## config.mk

```make
export PLATFORM = sky130hd
export DESIGN_NAME = iter_addsub
export DESIGN_NICKNAME = d
export VERILOG_FILES = /design/src/rtl/iter_addsub_pkg.sv /design/src/rtl/iter_addsub_chunk.sv /design/src/rtl/iter_addsub.sv
export SDC_FILE = /design/constraint.sdc
export NUM_CORES = 1
export LEC_CHECK = 0
export CORE_ASPECT_RATIO = 2
export CORE_MARGIN = 2
export CORE_UTILIZATION = 34
export DETAILED_ROUTE_END_ITERATION = 10
export PLACE_DENSITY_LB_ADDON = 0.25
export SLEW_MARGIN = 15
export SYNTH_ARGS = -nofsm -noshare
export SYNTH_HDL_FRONTEND = slang
export SYNTH_SLANG_ARGS = --single-unit
```

## constraint.sdc

```tcl
create_clock -name clk -period 7.3 [get_ports clk]
set_input_delay 1.46 -clock clk [delete_from_list [all_inputs] [get_ports clk]]
set_output_delay 1.46 -clock clk [all_outputs]
set_load 0.005 [all_outputs]
```

## src/rtl/iter_addsub_pkg.sv

```systemverilog
// Shared definitions for the chunked iterative adder/subtractor.
//   state_t      : FSM state encoding (IDLE, CALC, DONE)
//   calc_nchunk  : number of CHUNK-bit slices in a WIDTH-bit operand
//   calc_idx_w   : width of the chunk index register (at least 1 bit)
package iter_addsub_pkg;

  typedef enum logic [1:0] {
    IDLE = 2'd0,
    CALC = 2'd1,
    DONE = 2'd2
  } state_t;

  function automatic int calc_nchunk(input int width, input int chunk);
    return width / chunk;
  endfunction

  function automatic int calc_idx_w(input int nchunk);
    return (nchunk > 1) ? $clog2(nchunk) : 1;
  endfunction

endpackage

```

## src/rtl/iter_addsub_chunk.sv

```systemverilog
// Combinational CHUNK-bit adder slice used once per CALC cycle.
//   i_a, i_b : CHUNK-bit operand slices (i_b already inverted for subtract)
//   i_cin    : carry into the slice
//   o_sum    : CHUNK-bit slice result
//   o_cout   : carry out of the slice MSB
//   o_c_msb  : carry into the slice MSB (used for signed overflow)
module addsub_chunk #(
  parameter int CHUNK = 8
) (
  input  logic [CHUNK-1:0] i_a,
  input  logic [CHUNK-1:0] i_b,
  input  logic             i_cin,
  output logic [CHUNK-1:0] o_sum,
  output logic             o_cout,
  output logic             o_c_msb
);

  logic [CHUNK:0] w_full;

  assign w_full  = {1'b0, i_a} + {1'b0, i_b} + {{CHUNK{1'b0}}, i_cin};
  assign o_sum   = w_full[CHUNK-1:0];
  assign o_cout  = w_full[CHUNK];
  // sum_msb = a_msb ^ b_msb ^ carry_in_msb, so the incoming carry is recovered by xor.
  assign o_c_msb = i_a[CHUNK-1] ^ i_b[CHUNK-1] ^ w_full[CHUNK-1];

endmodule

```

## src/rtl/iter_addsub.sv

```systemverilog
// Iterative WIDTH-bit adder/subtractor processing CHUNK bits per clock.
// Ports:
//   clk, rst            : clock, synchronous active-high reset
//   in_valid / in_ready : operand handshake (a, b, carry_in, sub)
//   out_valid/out_ready : result handshake (sum, carry_out, overflow)
//   dbg_state           : current FSM state, for observation only
// Handshake: a transfer happens on a rising edge where valid && ready are
// both 1. in_ready is 1 only in IDLE, out_valid is 1 only in DONE, and the
// result outputs hold stable for as long as out_valid is 1.
// Subtraction is a + ~b + ~borrow_in; carry_out is then the inverted final
// carry so that 1 means borrow.
module iter_addsub
  import iter_addsub_pkg::*;
#(
  parameter int WIDTH = 32,
  parameter int CHUNK = 8
) (
  input  logic             clk,
  input  logic             rst,
  input  logic             in_valid,
  output logic             in_ready,
  input  logic [WIDTH-1:0] a,
  input  logic [WIDTH-1:0] b,
  input  logic             carry_in,
  input  logic             sub,
  output logic             out_valid,
  input  logic             out_ready,
  output logic [WIDTH-1:0] sum,
  output logic             carry_out,
  output logic             overflow,
  output state_t           dbg_state
);

  localparam int NCHUNK = calc_nchunk(WIDTH, CHUNK);
  localparam int IDXW   = calc_idx_w(NCHUNK);
  localparam logic [IDXW-1:0] LAST_IDX = IDXW'(NCHUNK - 1);

  generate
    if (CHUNK <= 0 || WIDTH <= 0 || (WIDTH % CHUNK) != 0) begin : g_bad_params
      $fatal(1, "iter_addsub: WIDTH must be a positive multiple of CHUNK");
    end
  endgenerate

  state_t            r_state;
  state_t            w_next;
  logic              w_accept;
  logic              w_calc;
  logic              w_last;

  logic [IDXW-1:0]   r_idx;
  logic              r_carry;
  logic [WIDTH-1:0]  r_a;
  logic [WIDTH-1:0]  r_b;
  logic              r_sub;
  logic [WIDTH-1:0]  r_sum;
  logic              r_cout;
  logic              r_ovf;

  logic [CHUNK-1:0]  w_op_a;
  logic [CHUNK-1:0]  w_op_b;
  logic [CHUNK-1:0]  w_c_sum;
  logic              w_c_cout;
  logic              w_c_msb;

  // ---------------- FSM ----------------
  always_ff @(posedge clk) begin
    if (rst) r_state <= IDLE;
    else     r_state <= w_next;
  end

  always_comb begin
    w_next   = r_state;
    w_accept = 1'b0;
    w_calc   = 1'b0;
    w_last   = 1'b0;
    case (r_state)
      IDLE: begin
        if (in_valid) begin
          w_accept = 1'b1;
          w_next   = CALC;
        end
      end
      CALC: begin
        w_calc = 1'b1;
        if (r_idx == LAST_IDX) begin
          w_last = 1'b1;
          w_next = DONE;
        end
      end
      DONE: begin
        if (out_ready) w_next = IDLE;
      end
      default: w_next = IDLE;
    endcase
  end

  // ---------------- operand slice select ----------------
  always_comb begin
    w_op_a = '0;
    w_op_b = '0;
    for (int i = 0; i < NCHUNK; i++) begin
      if (r_idx == IDXW'(i)) begin
        w_op_a = r_a[i*CHUNK +: CHUNK];
        w_op_b = r_b[i*CHUNK +: CHUNK];
      end
    end
  end

  addsub_chunk #(.CHUNK(CHUNK)) u_chunk (
    .i_a    (w_op_a),
    .i_b    (w_op_b),
    .i_cin  (r_carry),
    .o_sum  (w_c_sum),
    .o_cout (w_c_cout),
    .o_c_msb(w_c_msb)
  );

  // ---------------- datapath ----------------
  always_ff @(posedge clk) begin
    if (rst) begin
      r_idx   <= '0;
      r_carry <= 1'b0;
      r_a     <= '0;
      r_b     <= '0;
      r_sub   <= 1'b0;
      r_sum   <= '0;
      r_cout  <= 1'b0;
      r_ovf   <= 1'b0;
    end else if (w_accept) begin
      // B and carry are pre-conditioned so CALC is a plain add in both modes.
      r_a     <= a;
      r_b     <= sub ? ~b : b;
      r_carry <= sub ? ~carry_in : carry_in;
      r_sub   <= sub;
      r_idx   <= '0;
    end else if (w_calc) begin
      for (int i = 0; i < NCHUNK; i++) begin
        if (r_idx == IDXW'(i)) r_sum[i*CHUNK +: CHUNK] <= w_c_sum;
      end
      r_carry <= w_c_cout;
      r_idx   <= r_idx + IDXW'(1);
      if (w_last) begin
        r_cout <= r_sub ^ w_c_cout;
        r_ovf  <= w_c_cout ^ w_c_msb;
      end
    end
  end

  assign in_ready  = (r_state == IDLE);
  assign out_valid = (r_state == DONE);
  assign sum       = r_sum;
  assign carry_out = r_cout;
  assign overflow  = r_ovf;
  assign dbg_state = r_state;

endmodule

```

* Word level (Yosys, flattened, before mapping)
Index checks and enable logic that the tools add are counted.
Operators by class: reduce and logical (&&, ||, !) cells 10, equal/unequal tests 8, bitwise logic cells 7, add/subtract/negate cells 3, muxes and demuxes 21
Operator list (number):
- $mux 8 | 8
- $mux 32 | 1
- $not 32->32 | 1
- $reduce_and 3->1 | 6
- $add 8x8->9 | 1
- $add 9x1->9 | 1
- $mux 1 | 8
- $eq 2x2->1 const B | 3
- $mux 2 | 3
- $pmux 2 s3 | 1
- $eq 2x1->1 const B | 2
- $logic_not 2->1 | 2
- $ne 2x2->1 const B | 2
- $xor 1x1->1 | 4
- $add 2x1->2 const B | 1
- $ne 2x1->1 const B | 1
- $not 1->1 | 2
- $reduce_bool 2->1 | 1
- $reduce_or 2->1 | 1
Storage, ports and cells: logic and storage cells 61, output and inout bits 38, input bits 70, bits in registers 104

* Logic depth before layout (Yosys ltp)
word-level depth 9, depth in mapped cells 16

* Hierarchy
Synthesis repeated with hierarchy kept, for this count alone.
Unflattened totals: cell total of the unflattened synthesis 589, area total of the unflattened synthesis 5009.8 µm²
Modules (own cells, without submodules):
- iter_addsub | cells each 546, area each 4664.5 µm², instances 1, sequential area each 2082.0 µm²
- addsub_chunk | cells each 43, area each 345.3 µm², instances 1, sequential area each 0.0 µm²

* Least setup slack after synthesis
No wires, ideal clock.
kind register to register, start reg r_idx[0], end reg r_ovf, in the netlist overflow, setup time 129 ps, cell stages (with the launch flop) 16, data required time 7171 ps, setup slack 4546 ps, data arrival time 2626 ps, buffers on the path 2, cell sequence dfxtp_1 > inv_1 > ha_1 > clkbuf_1 > clkbuf_1 > a21oi_1 > nor2_1 > a21oi_1 > fa_1 > inv_1 > fa_1 > nand3_1 > a211oi_2 > or2_1 > a31oi_1 > o211ai_1
Between the ends: cells in the longest elaborated chain, start to end 9, elaborated cells between the ends (all ways) 20
Ends and longest elaborated chain:
- start, declared | line iter_addsub.sv:50 | logic [IDXW-1:0] r_idx;
- start signal, assigned | line iter_addsub.sv:141 | r_idx <= r_idx + IDXW'(1);
- $logic_not 2->1 | line iter_addsub.sv:102 | if (r_idx == IDXW'(i)) begin
- $mux 8 (4 in a row) | line iter_addsub.sv:102
- $add 8x8->9 | line iter_addsub_chunk.sv:20 | assign w_full = {1'b0, i_a} + {1'b0, i_b} + {{CHUNK{1'b0}}, i_cin};
- $add 9x1->9 | line iter_addsub_chunk.sv:20
- $xor 1x1->1 | line iter_addsub_chunk.sv:24 | assign o_c_msb = i_a[CHUNK-1] ^ i_b[CHUNK-1] ^ w_full[CHUNK-1];
- $xor 1x1->1 | line iter_addsub.sv:144 | r_ovf <= w_c_cout ^ w_c_msb;
- end signal, assigned | line iter_addsub.sv:144
- end, declared | line iter_addsub.sv:57 | logic r_ovf;
Several ways; a longest one is shown, not always the timed one. A chain may end at the register's enable or synchronous reset.

* Worst setup path after layout
start reg r_idx[1], end reg r_sum[30], in the netlist sum[30]
Between the ends: cells in the longest elaborated chain, start to end 7, elaborated cells between the ends (all ways) 15
Ends and longest elaborated chain:
- $logic_not 2->1 | line iter_addsub.sv:102
- $mux 8 (4 in a row) | line iter_addsub.sv:102
- $add 8x8->9 | line iter_addsub_chunk.sv:20
- $add 9x1->9 | line iter_addsub_chunk.sv:20
- end signal, assigned by index | line iter_addsub.sv:138 | if (r_idx == IDXW'(i)) r_sum[i*CHUNK +: CHUNK] <= w_c_sum;
- end, declared | line iter_addsub.sv:55 | logic [WIDTH-1:0] r_sum;
Several ways; a longest one is shown, not always the timed one.

==> impl_metrics.json <==
{
  "status": "finished, final reports clean",
  "r2r_slack_ns": 3.70,
  "crit_type": "flip-flop to flip-flop",
  "wl_per_cell_um": 15.6,
  "r2r-end": "sum[30]$_SDFFE_PP0P_",
  "post-dp-hpwl_um": 10400,
  "critical_path.max_stage_delay_ns": 0.78,
  "ys_seq_elements": 104,
  "die_y_um": 174,
  "antennaDiodeCount": 0,
  "tns_ns": 0,
  "synth.most_common_cell": "nand2_1",
  "crit_start": "r_idx[1]$_SDFFE_PP0P_",
  "setup_violations": 0,
  "grt_util_all_layers_pct": 18.0,
  "tightest_slew_ns": 1.12,
  "gp_congestion": 0.834,
  "crit-reg2reg-launch": "r_idx[1]$_SDFFE_PP0P_",
  "hold_depth": 2,
  "netlist.area_leader.share_pct": 42.2,
  "core_area_um2": 14300,
  "ant_nets": 0,
  "synth_top_area_cell": "dfxtp_1",
  "yosys-top-cells-count": "nand2_1 (120), dfxtp_1 (104), a21oi_1 (83), nor2_1 (52), a211oi_1 (44)",
  "post_cts_buffers": 0,
  "syn2layout_area_growth_pct": 28.6,
  "cts.clk_slew.worst_paths_ns": 0.07,
  "grt_max_degree": 116,
  "min_from": "sum[28]$_SDFFE_PP0P_",
  "cp_data_arrival_time_ns": 3.84,
  "multi_input_area_um2": 2590,
  "grt_pass1_vias": 4218,
  "finalCritPeriodShare_pct": 49.4,
  "clk_latency_ns": 0.35,
  "ff_latch_area_um2": 2080,
  "fp.dieW_um": 89.2,
  "dr.pass1.iters": 4,
  "crit_chain": "inv_1 > ha_1 > nand3b_1 > a21oi_1 > a21oi_1 > nor2_1 > a21oi_1 > fa_1 > inv_1 > fa_1 > nand3_1 > and2_1 > o21ai_2 > o311ai_0",
  "leakage_uw": 0.00217,
  "async_flop_share_pct": 0,
  "rows": 62,
  "worst_hold_path_type": "flip-flop to flip-flop",
  "yosys_warnings": 0,
  "cp-end-kind": "flip-flop",
  "clock_path_buffers": 2,
  "cts_tree": "built",
  "htree_num_levels": 3,
  "critPathMostFrequentCell": "a21oi_1",
  "synth_area_leaders": "dfxtp_1 (42%), nand2_1 (9.1%), a21oi_1 (8.4%), xnor2_1 (6.7%), a211oi_1 (6.7%)",
  "port_buffers": 107,
  "io_pins": 108,
  "pwr_density_cell_nw_per_um2": 220,
  "gr-total-overflow": 0,
  "finClkSkew_ns": 0.00691,
  "drc": 0,
  "synth_cell_type_count": 40,
  "cts_buffers": 9,
  "synth_ff_type": "dfxtp_1",
  "clock-sinks": 104,
  "hold_end": "sum[28]$_SDFFE_PP0P_",
  "finalHoldViolations": 0,
  "drive_gt1_share_pct": 4.26,
  "finalPower_uw": 1400,
  "dp.cells": 857,
  "netlist_instances": 605,
  "maxCapViolCount": 0,
  "cts_root_buffer": "clkbuf_16",
  "syn_nets": 688,
  "synthesis.area_um2": 4940,
  "path_max_fanout": 34,
  "antenna_found_initial": 0,
  "cts_resized": 0,
  "cp.required_ns": 7.54,
  "reg2reg_depth": 14,
  "max_freq_mhz": 277,
  "start_util_pct": 34.6,
  "n_fill_cell": 1506,
  "min_period_ns": 3.60,
  "nNetsFinal": 759,
  "vias_per_cell": 5.00,
  "fin_ws_ns": 3.70,
  "hold_buffers": 0,
  "drt_iter0_drc": 175,
  "ir_drop_mv": 0.104,
  "via_count": 4362,
  "synth-edff-count": 0,
  "slowest_stage": "ha_1",
  "drt-total-wl_um": 13700,
  "layout.cells.non_filler": 873,
  "crit_path_start_kind": "flip-flop",
  "rsz0062_at_grt": "false",
  "place_ws_ns": 3.72,
  "grt_pass1_wl_um": 21300,
  "dieArea_um2": 15600,
  "maxSlewViolCount": 0,
  "syn_area_per_cell_um2": 8.16,
  "max_slew_margin_pct": 25.2,
  "seq_area_frac_synth_pct": 42.2
}
-- worst max-delay path by stage --
stage,to,slack [ns],cells after the start
2_1_floorplan,overflow$_SDFFE_PP0P_,4.55,15
6_report,sum[30]$_SDFFE_PP0P_,3.70,14
3_5_place_dp,sum[30]$_SDFFE_PP0P_,3.72,14
3_3_place_gp,sum[28]$_SDFFE_PP0P_,3.92,15
5_1_grt,sum[30]$_SDFFE_PP0P_,3.32,14
4_1_cts,sum[30]$_SDFFE_PP0P_,3.71,14
-- area by class of cell --
type | count | share of cell area, %
clock inverter | 5 | 1.36
clock buffer | 11 | 3.98
inverter | 4 | 0.236
multi-input combinational | 448 | 40.9
timing repair buffer | 109 | 17.0
sequential | 104 | 32.8
tap | 192 | 3.78
-- state kept, by name, summed over array words and instances, names as in the netlist --
signal	flops
carry_out	1
dbg_state	2
overflow	1
r_a	32
r_b	32
r_carry	1
r_idx	2
r_sub	1
sum	32
-- critical path: cells and delay by family, from the launching register on --
| kind | cells | cell delay (ns) |
|---|---|---|
| adders and majority gates | 3 | 1.42 |
| AOI/OAI and AO/OA | 5 | 0.98 |
| DFF | 1 | 0.33 |
| buffers and inverters | 2 | 0.17 |
| and+or+nand+nor | 4 | 0.58 |
-- cells in the final DEF (no fill, tap or decap), types with 3 or more instances in the layout --
cell type,instances
ha_1,11
a21oi_1,83
inv_1,4
dfxtp_1,104
clkbuf_16,9
xnor2_1,38
nor3_1,3
and2_1,5
nand3b_1,29
nand2_1,120
o311ai_0,3
buf_4,3
o31ai_1,7
nand2b_1,4
clkdlybuf4s50_1,105
o21ai_0,19
a211oi_1,44
nor2_1,52
nand3_1,5
-- power breakdown --
part	total [uW]	internal [uW]	switching [uW]
clock network	536	322	214
logic	239	111	128
registers	625	602	22.7
-- kinds of logic after synthesis --
kind of cell	Yosys count	synth area share, %
adders and majority gates	13	3.60
and+or+nand+nor	228	21.1
DFF	104	42.2
xor gates and xnor gates	39	7.07
buffers and inverters	53	5.27
AOI/OAI and AO/OA	168	20.8
-- stage by stage --
stage / utilization [%] / cell area [um^2] / hold WS, ns
6_report: 44.5 / 6350 / 0.457
5_1_grt: 44.5 / 6350 / 0.477
4_1_cts: 44.5 / 6350 / 0.457
3_5_place_dp: 42.1 / 6010 / 0.447
3_3_place_gp: 42.1 / 6010 / 0.442
2_1_floorplan: - / 4940 / 0.436
-- layer usage --
layer,GRT usage (%),vias to the layer above,part of all wire [%]
met5,0,-,0
met4,8.08,0,3.0
met3,2.71,24,2.7
met2,33.6,101,58
met1,18.9,2014,36
li1,-,2223,-
No activity file was read; power rests on OpenSTA's default activity.
